## config.mk

```make
export PLATFORM = sky130hd
export DESIGN_NAME = bpb_update_ctrl
export DESIGN_NICKNAME = d
export VERILOG_FILES = /design/src/rtl/bpb_pkg.sv /design/src/rtl/bpb_inflight_fifo.sv /design/src/rtl/bpb_update_ctrl.sv
export SDC_FILE = /design/constraint.sdc
export NUM_CORES = 1
export LEC_CHECK = 0
export CAP_MARGIN = 20
export CORE_MARGIN = 2
export CORE_UTILIZATION = 53
export CTS_BUF_LIST = sky130_fd_sc_hd__clkbuf_4 sky130_fd_sc_hd__clkbuf_8
export CTS_CLUSTER_DIAMETER = 80
export DETAILED_ROUTE_END_ITERATION = 6
export GPL_ROUTABILITY_DRIVEN = 0
export GPL_TIMING_DRIVEN = 1
export MAX_ROUTING_LAYER = met4
export PLACE_DENSITY = 0.95
export SYNTH_ARGS = -nofsm -noshare
export SYNTH_HDL_FRONTEND = slang
export SYNTH_HIERARCHICAL = 1
export SYNTH_SLANG_ARGS = --single-unit
```

## constraint.sdc

```tcl
create_clock -name Clock -period 7.8 [get_ports Clock]
set_clock_uncertainty 0.05 [all_clocks]
set_input_delay 2.34 -clock Clock [delete_from_list [all_inputs] [get_ports Clock]]
set_output_delay 2.34 -clock Clock [all_outputs]
set_load 0.01 [all_outputs]
```

## src/rtl/bpb_pkg.sv

```systemverilog
// Shared definitions for the branch prediction buffer update controller.
// No ports: holds the branch opcodes, the pred/actual write encodings,
// the controller state enum and the default buffer index width.
package bpb_pkg;

    localparam int BPB_IDX_BITS = 4;

    // Opcodes occupy instruction bits [0:5] (MSB-first numbering).
    localparam logic [5:0] OP_BR0 = 6'b100010;
    localparam logic [5:0] OP_BR1 = 6'b100011;

    // {predicted, actual}: 01 sets the entry, 10 clears it, 00/11 hold it.
    localparam logic [1:0] PA_SET = 2'b01;
    localparam logic [1:0] PA_CLR = 2'b10;

    typedef enum logic [1:0] {
        INIT  = 2'd0,
        RUN   = 2'd1,
        FLUSH = 2'd2
    } state_t;

endpackage

```

## src/rtl/bpb_inflight_fifo.sv

```systemverilog
// Ordered queue of predicted branches awaiting resolution.
// Ports:
//   clk, rst   clock and synchronous active-high reset
//   clear      empties the queue; wins over a push in the same cycle
//   push, din  enqueue din at the tail
//   pop        dequeue the head (ignored while empty)
//   head       data at the head
//   count      occupancy, 0..DEPTH
module bpb_inflight_fifo #(
    parameter int DEPTH = 4,
    parameter int W     = 5
) (
    input  logic                     clk,
    input  logic                     rst,
    input  logic                     clear,
    input  logic                     push,
    input  logic                     pop,
    input  logic [W-1:0]             din,
    output logic [W-1:0]             head,
    output logic [$clog2(DEPTH):0]   count
);
    import bpb_pkg::*;

    localparam int PW = $clog2(DEPTH);
    localparam logic [PW:0] FULL = (PW+1)'(DEPTH);

    logic [W-1:0]  mem [DEPTH];
    logic [PW-1:0] hd;
    logic [PW-1:0] tl;
    logic          pop_ok;
    logic          push_ok;

    assign pop_ok  = pop && (count != '0);
    // A pop in the same cycle frees a slot, so a full queue may still accept.
    assign push_ok = push && !clear && ((count != FULL) || pop_ok);
    assign head    = mem[hd];

    always_ff @(posedge clk) begin
        if (push_ok) begin
            mem[tl] <= din;
        end
    end

    always_ff @(posedge clk) begin
        if (rst || clear) begin
            hd    <= '0;
            tl    <= '0;
            count <= '0;
        end else begin
            if (push_ok) tl <= tl + 1'b1;
            if (pop_ok)  hd <= hd + 1'b1;
            case ({push_ok, pop_ok})
                2'b10:   count <= count + 1'b1;
                2'b01:   count <= count - 1'b1;
                default: count <= count;
            endcase
        end
    end

endmodule

```

## src/rtl/bpb_update_ctrl.sv

```systemverilog
// Branch prediction buffer update controller.
// After reset it sweeps every buffer entry to "taken", then tracks predicted
// branches from fetch, matches them with in-order resolve results and issues
// one buffer write per resolved branch. A mispredict empties the queue and
// raises a one-cycle flush request.
// Ports:
//   Clock, Reset                 clock, synchronous active-high reset
//   fetch_valid/instr/pred       fetched instruction and its prediction
//   fetch_ready                  a branch can be accepted this cycle
//   resolve_valid/taken          oldest in-flight branch resolved, outcome
//   upd_en/index/pred_actual     buffer write port
//   mispredict                   one-cycle pipeline flush request
//   init_busy                    initialisation sweep running
//   inflight                     queue occupancy
//   resolve_err                  sticky: resolve seen with empty queue
//   dbg_state                    controller state (INIT/RUN/FLUSH)
module bpb_update_ctrl
    import bpb_pkg::*;
#(
    parameter int IDX_BITS = BPB_IDX_BITS,
    parameter int DEPTH    = 4
) (
    input  logic                   Clock,
    input  logic                   Reset,
    input  logic                   fetch_valid,
    input  logic [0:31]            fetch_instr,
    input  logic                   fetch_pred,
    output logic                   fetch_ready,
    input  logic                   resolve_valid,
    input  logic                   resolve_taken,
    output logic                   upd_en,
    output logic [0:IDX_BITS-1]    upd_index,
    output logic [0:1]             upd_pred_actual,
    output logic                   mispredict,
    output logic                   init_busy,
    output logic [0:$clog2(DEPTH)] inflight,
    output logic                   resolve_err,
    output logic [1:0]             dbg_state
);

    localparam int CW = $clog2(DEPTH) + 1;
    localparam logic [CW-1:0] FULL = CW'(DEPTH);

    state_t                state;
    logic [IDX_BITS-1:0]   sweep_cnt;
    logic [5:0]            opcode;
    logic                  is_branch;
    logic [IDX_BITS:0]     head;
    logic [IDX_BITS-1:0]   head_idx;
    logic                  head_pred;
    logic [CW-1:0]         count;
    logic                  do_resolve;
    logic                  mis;
    logic                  push;
    logic                  unused_bits;

    // Handshakes: a branch transfers on a cycle where fetch_valid and
    // fetch_ready are both high; non-branches are never held back.
    // resolve_valid has no ready: the result is consumed the cycle it is
    // presented in RUN (flagged via resolve_err if nothing is in flight).
    assign opcode      = fetch_instr[0:5];
    assign is_branch   = (opcode == OP_BR0) || (opcode == OP_BR1);
    assign unused_bits = ^fetch_instr[6:27];

    assign head_idx  = head[IDX_BITS:1];
    assign head_pred = head[0];

    assign do_resolve = (state == RUN) && resolve_valid && (count != '0);
    assign mis        = do_resolve && (head_pred != resolve_taken);
    // A resolving pop frees a slot, so a full queue still takes a branch.
    assign fetch_ready = !Reset && (state == RUN) && ((count != FULL) || resolve_valid);
    assign push        = fetch_valid && fetch_ready && is_branch && !mis;

    assign inflight  = count;
    assign dbg_state = state;

    bpb_inflight_fifo #(
        .DEPTH (DEPTH),
        .W     (IDX_BITS + 1)
    ) u_fifo (
        .clk   (Clock),
        .rst   (Reset),
        .clear (mis),
        .push  (push),
        .pop   (do_resolve),
        .din   ({fetch_instr[28:31], fetch_pred}),
        .head  (head),
        .count (count)
    );

    always_ff @(posedge Clock) begin
        if (Reset) begin
            state           <= INIT;
            sweep_cnt       <= '0;
            upd_en          <= 1'b0;
            upd_index       <= '0;
            upd_pred_actual <= 2'b00;
            mispredict      <= 1'b0;
            init_busy       <= 1'b1;
            resolve_err     <= 1'b0;
        end else begin
            upd_en     <= 1'b0;
            mispredict <= 1'b0;
            case (state)
                INIT: begin
                    upd_en          <= 1'b1;
                    upd_index       <= sweep_cnt;
                    upd_pred_actual <= PA_SET;
                    sweep_cnt       <= sweep_cnt + 1'b1;
                    if (sweep_cnt == {IDX_BITS{1'b1}}) begin
                        state     <= RUN;
                        init_busy <= 1'b0;
                    end
                end
                RUN: begin
                    if (resolve_valid) begin
                        if (count != '0) begin
                            upd_en          <= 1'b1;
                            upd_index       <= head_idx;
                            upd_pred_actual <= {head_pred, resolve_taken};
                            if (mis) begin
                                mispredict <= 1'b1;
                                state      <= FLUSH;
                            end
                        end else begin
                            resolve_err <= 1'b1;
                        end
                    end
                end
                FLUSH: begin
                    state <= RUN;
                end
                default: begin
                    state <= INIT;
                end
            endcase
        end
    end

endmodule

```

==> impl_metrics.ini <==
[placed_design]
pre_cts_ws_ns = 1.330
place.port_buffers = 30
dp_hpwl_um = 2603
dp_cells = 225

[timing]
setup_violations = 0
finalCritPeriodShare = 0.8360
worstMarginPinSlew_ns = 0.5976
final.setup.tns_ns = 0
maxSlewHeadroom = 0.6016
hold_viol_final = 0
rsz0062_at_grt = no
drv_slew = 0
fmax_mhz = 153.4
layout_setup_ws_ns = 1.279
fin_crit_ns = 6.521

[status]
status = completed

[drt]
first_pass_iters = 4
drt_iter0_markers = 107
avgViaCountPerCell = 5.764
wirelength_um = 3568
vias = 1343
wire_per_inst_um = 15.31
drtAntennaViolNets = 0
drc = 0

[die]
rows = 21
top_level_ports = 54
initial_utilization = 0.5678
coreArea_um2 = 3416
die_width_um = 64.49
dieArea_um2 = 4159
die_y_um = 64.49

[clock_tree]
post_cts_buffers = 0
numCtsBuffers = 5
ctsHoldBuffers = 0
cts_max_level = 2
clock-sinks = 45
cts_root_buf = clkbuf_4
cts_resized = 0
insertion_delay_ns = 0.36
clockBufferDepth = 2
cts_tree = built
clk_pin_slew_ns = 0.13

[layout]
layout_common_cells = clkdlybuf4s50_1, dfxtp_1, edfxtp_1
n_antenna_cell = 0
fin_util = 0.6864
fin_cells = 233
nets = 230
mostFrequentLayoutCell = clkdlybuf4s50_1
area_growth_syn_to_layout_pct = 20.90
drive_gt1_frac = 0.1016

[critical_path]
crit_arrival_ns = 4.13
worst_ep_required_time_ns = 5.41
crit_path_end_kind = output port
worstPathCellList = clkdlybuf4s50_1 > nor4b_1 > clkdlybuf4s50_1
cp_max_fo = 17
reg2reg_slack_ns = 4.46
cp_slowest_cell = clkdlybuf4s50_1
start_kind = primary input
crit_top_cell = clkdlybuf4s50_1
worstSetupPathType = primary input to output port
slowest_delay_ns = 0.70

[logic_synthesis]
synthFlopType = dfxtp_1
synth-async-reset-ratio = 0
synthesis.instances = 156
ys_seq_area_frac = 0.5677
synth.avg_cell_area_um2 = 12.43
synth-edff-count = 20
syn_area_um2 = 1939
ys_seq_elements = 45
synth_warnings = 6
synthesis.nets = 200
synth.distinct_cells = 43

[global_routing]
grt_pass1_wl_um = 5885
grt_pass1_vias = 1281
grt_usage = 0.1922
overflow = 0
grt_max_degree = 18
antenna_found_initial = 0

[run]
drv_cap = 0

[power]
p_leak_uw = 0.0007663
ir_drop_mv = 0.1295
power.density_nw_per_um2 = 178.7

[worst_hold_path]
hp-class = flop to flop
## state kept, by name (all words and copies together), names as in the netlist, named ones only
register         flops
sweep_cnt            4
mispredict           1
resolve_err          1
upd_pred_actual      2
init_busy            1
u_fifo/tl            2
upd_en               1
upd_index            4
dbg_state            2
u_fifo/mem          20
u_fifo/hd            2
u_fifo/count         3
## critical path: cells and delay by family
kind | cells | cell delay, ns
buf+inv | 2 | 1.31
simple gates | 1 | 0.48
## per-layer routing
layer / vias to the layer above / routed length [µm] / GRT usage
li1: 640 / - / -
met1: 652 / 1500 / 0.2233
met2: 46 / 1841 / 0.3346
met3: 5 / 183 / 0.03993
met4: 0 / 42 / 0.06383
met5: - / 0 / -
## where the power goes
group / internal (µW) / switching, µW / total (µW)
Combinational: 12.3 / 8.33 / 20.6
Sequential: 249 / 2.30 / 251
Clock: 69.8 / 77.7 / 148
Total: 331 / 88.4 / 419
## cells in the mapped netlist, types with 2 or more instances
cell type,number,share of area
nor2_1,14,0.027
xnor2_1,5,0.023
clkbuf_1,3,0.0058
nand3_1,2,0.0052
o221a_1,5,0.029
nor3_1,9,0.023
edfxtp_1,20,0.31
o31ai_1,3,0.012
inv_1,7,0.014
nor3b_1,3,0.012
mux4_2,5,0.058
dfxtp_1,25,0.26
ha_1,5,0.032
o21ai_0,3,0.0077
nand2_1,6,0.012
nor4b_1,3,0.014
xor2_1,2,0.0090
and2_1,5,0.016
buf_2,3,0.0077
a21oi_1,4,0.010
o211ai_1,2,0.0077
## metrics by stage
stage                     instance area, µm²  total power, µW  hold WS, ns
final                                   2345            418.9       0.4231
after global routing                    2345            434.2       0.4630
after global placement                  2260            275.5       0.3846
after detailed placement                2260            276.4       0.3948
after floorplan                         1939            263.5       0.4283
after CTS                               2345            421.6       0.4269
## layout make-up
class	instances	area (µm²)
clock buffers	5	37.54
fillers	249	1071
multi-input cells	97	774.5
clock inverters	3	47.55
repair buffers	30	300.3
flip-flops and latches	45	1101
inverters	7	26.28
well taps	46	57.56
## kinds of logic after synthesis
logic type,count (synthesis),synth area share
xor gates and xnor gates,7,0.03161
DFF,45,0.5677
buffers and inverters,14,0.03290
AOI/OAI and AO/OA,25,0.1032
muxes,5,0.05807
and+or+nand+nor,54,0.1639
adders and majority gates,6,0.04258
## final timing paths
path                   from         endpoint  cells after the start
setup / recovery      Reset      fetch_ready                      3
setup reg to reg       flop  u_fifo/count[2]                     10
hold reg to reg   init_busy        init_busy                      1
hold / removal    init_busy        init_busy                      1
Power figures use the tool's default switching activity.
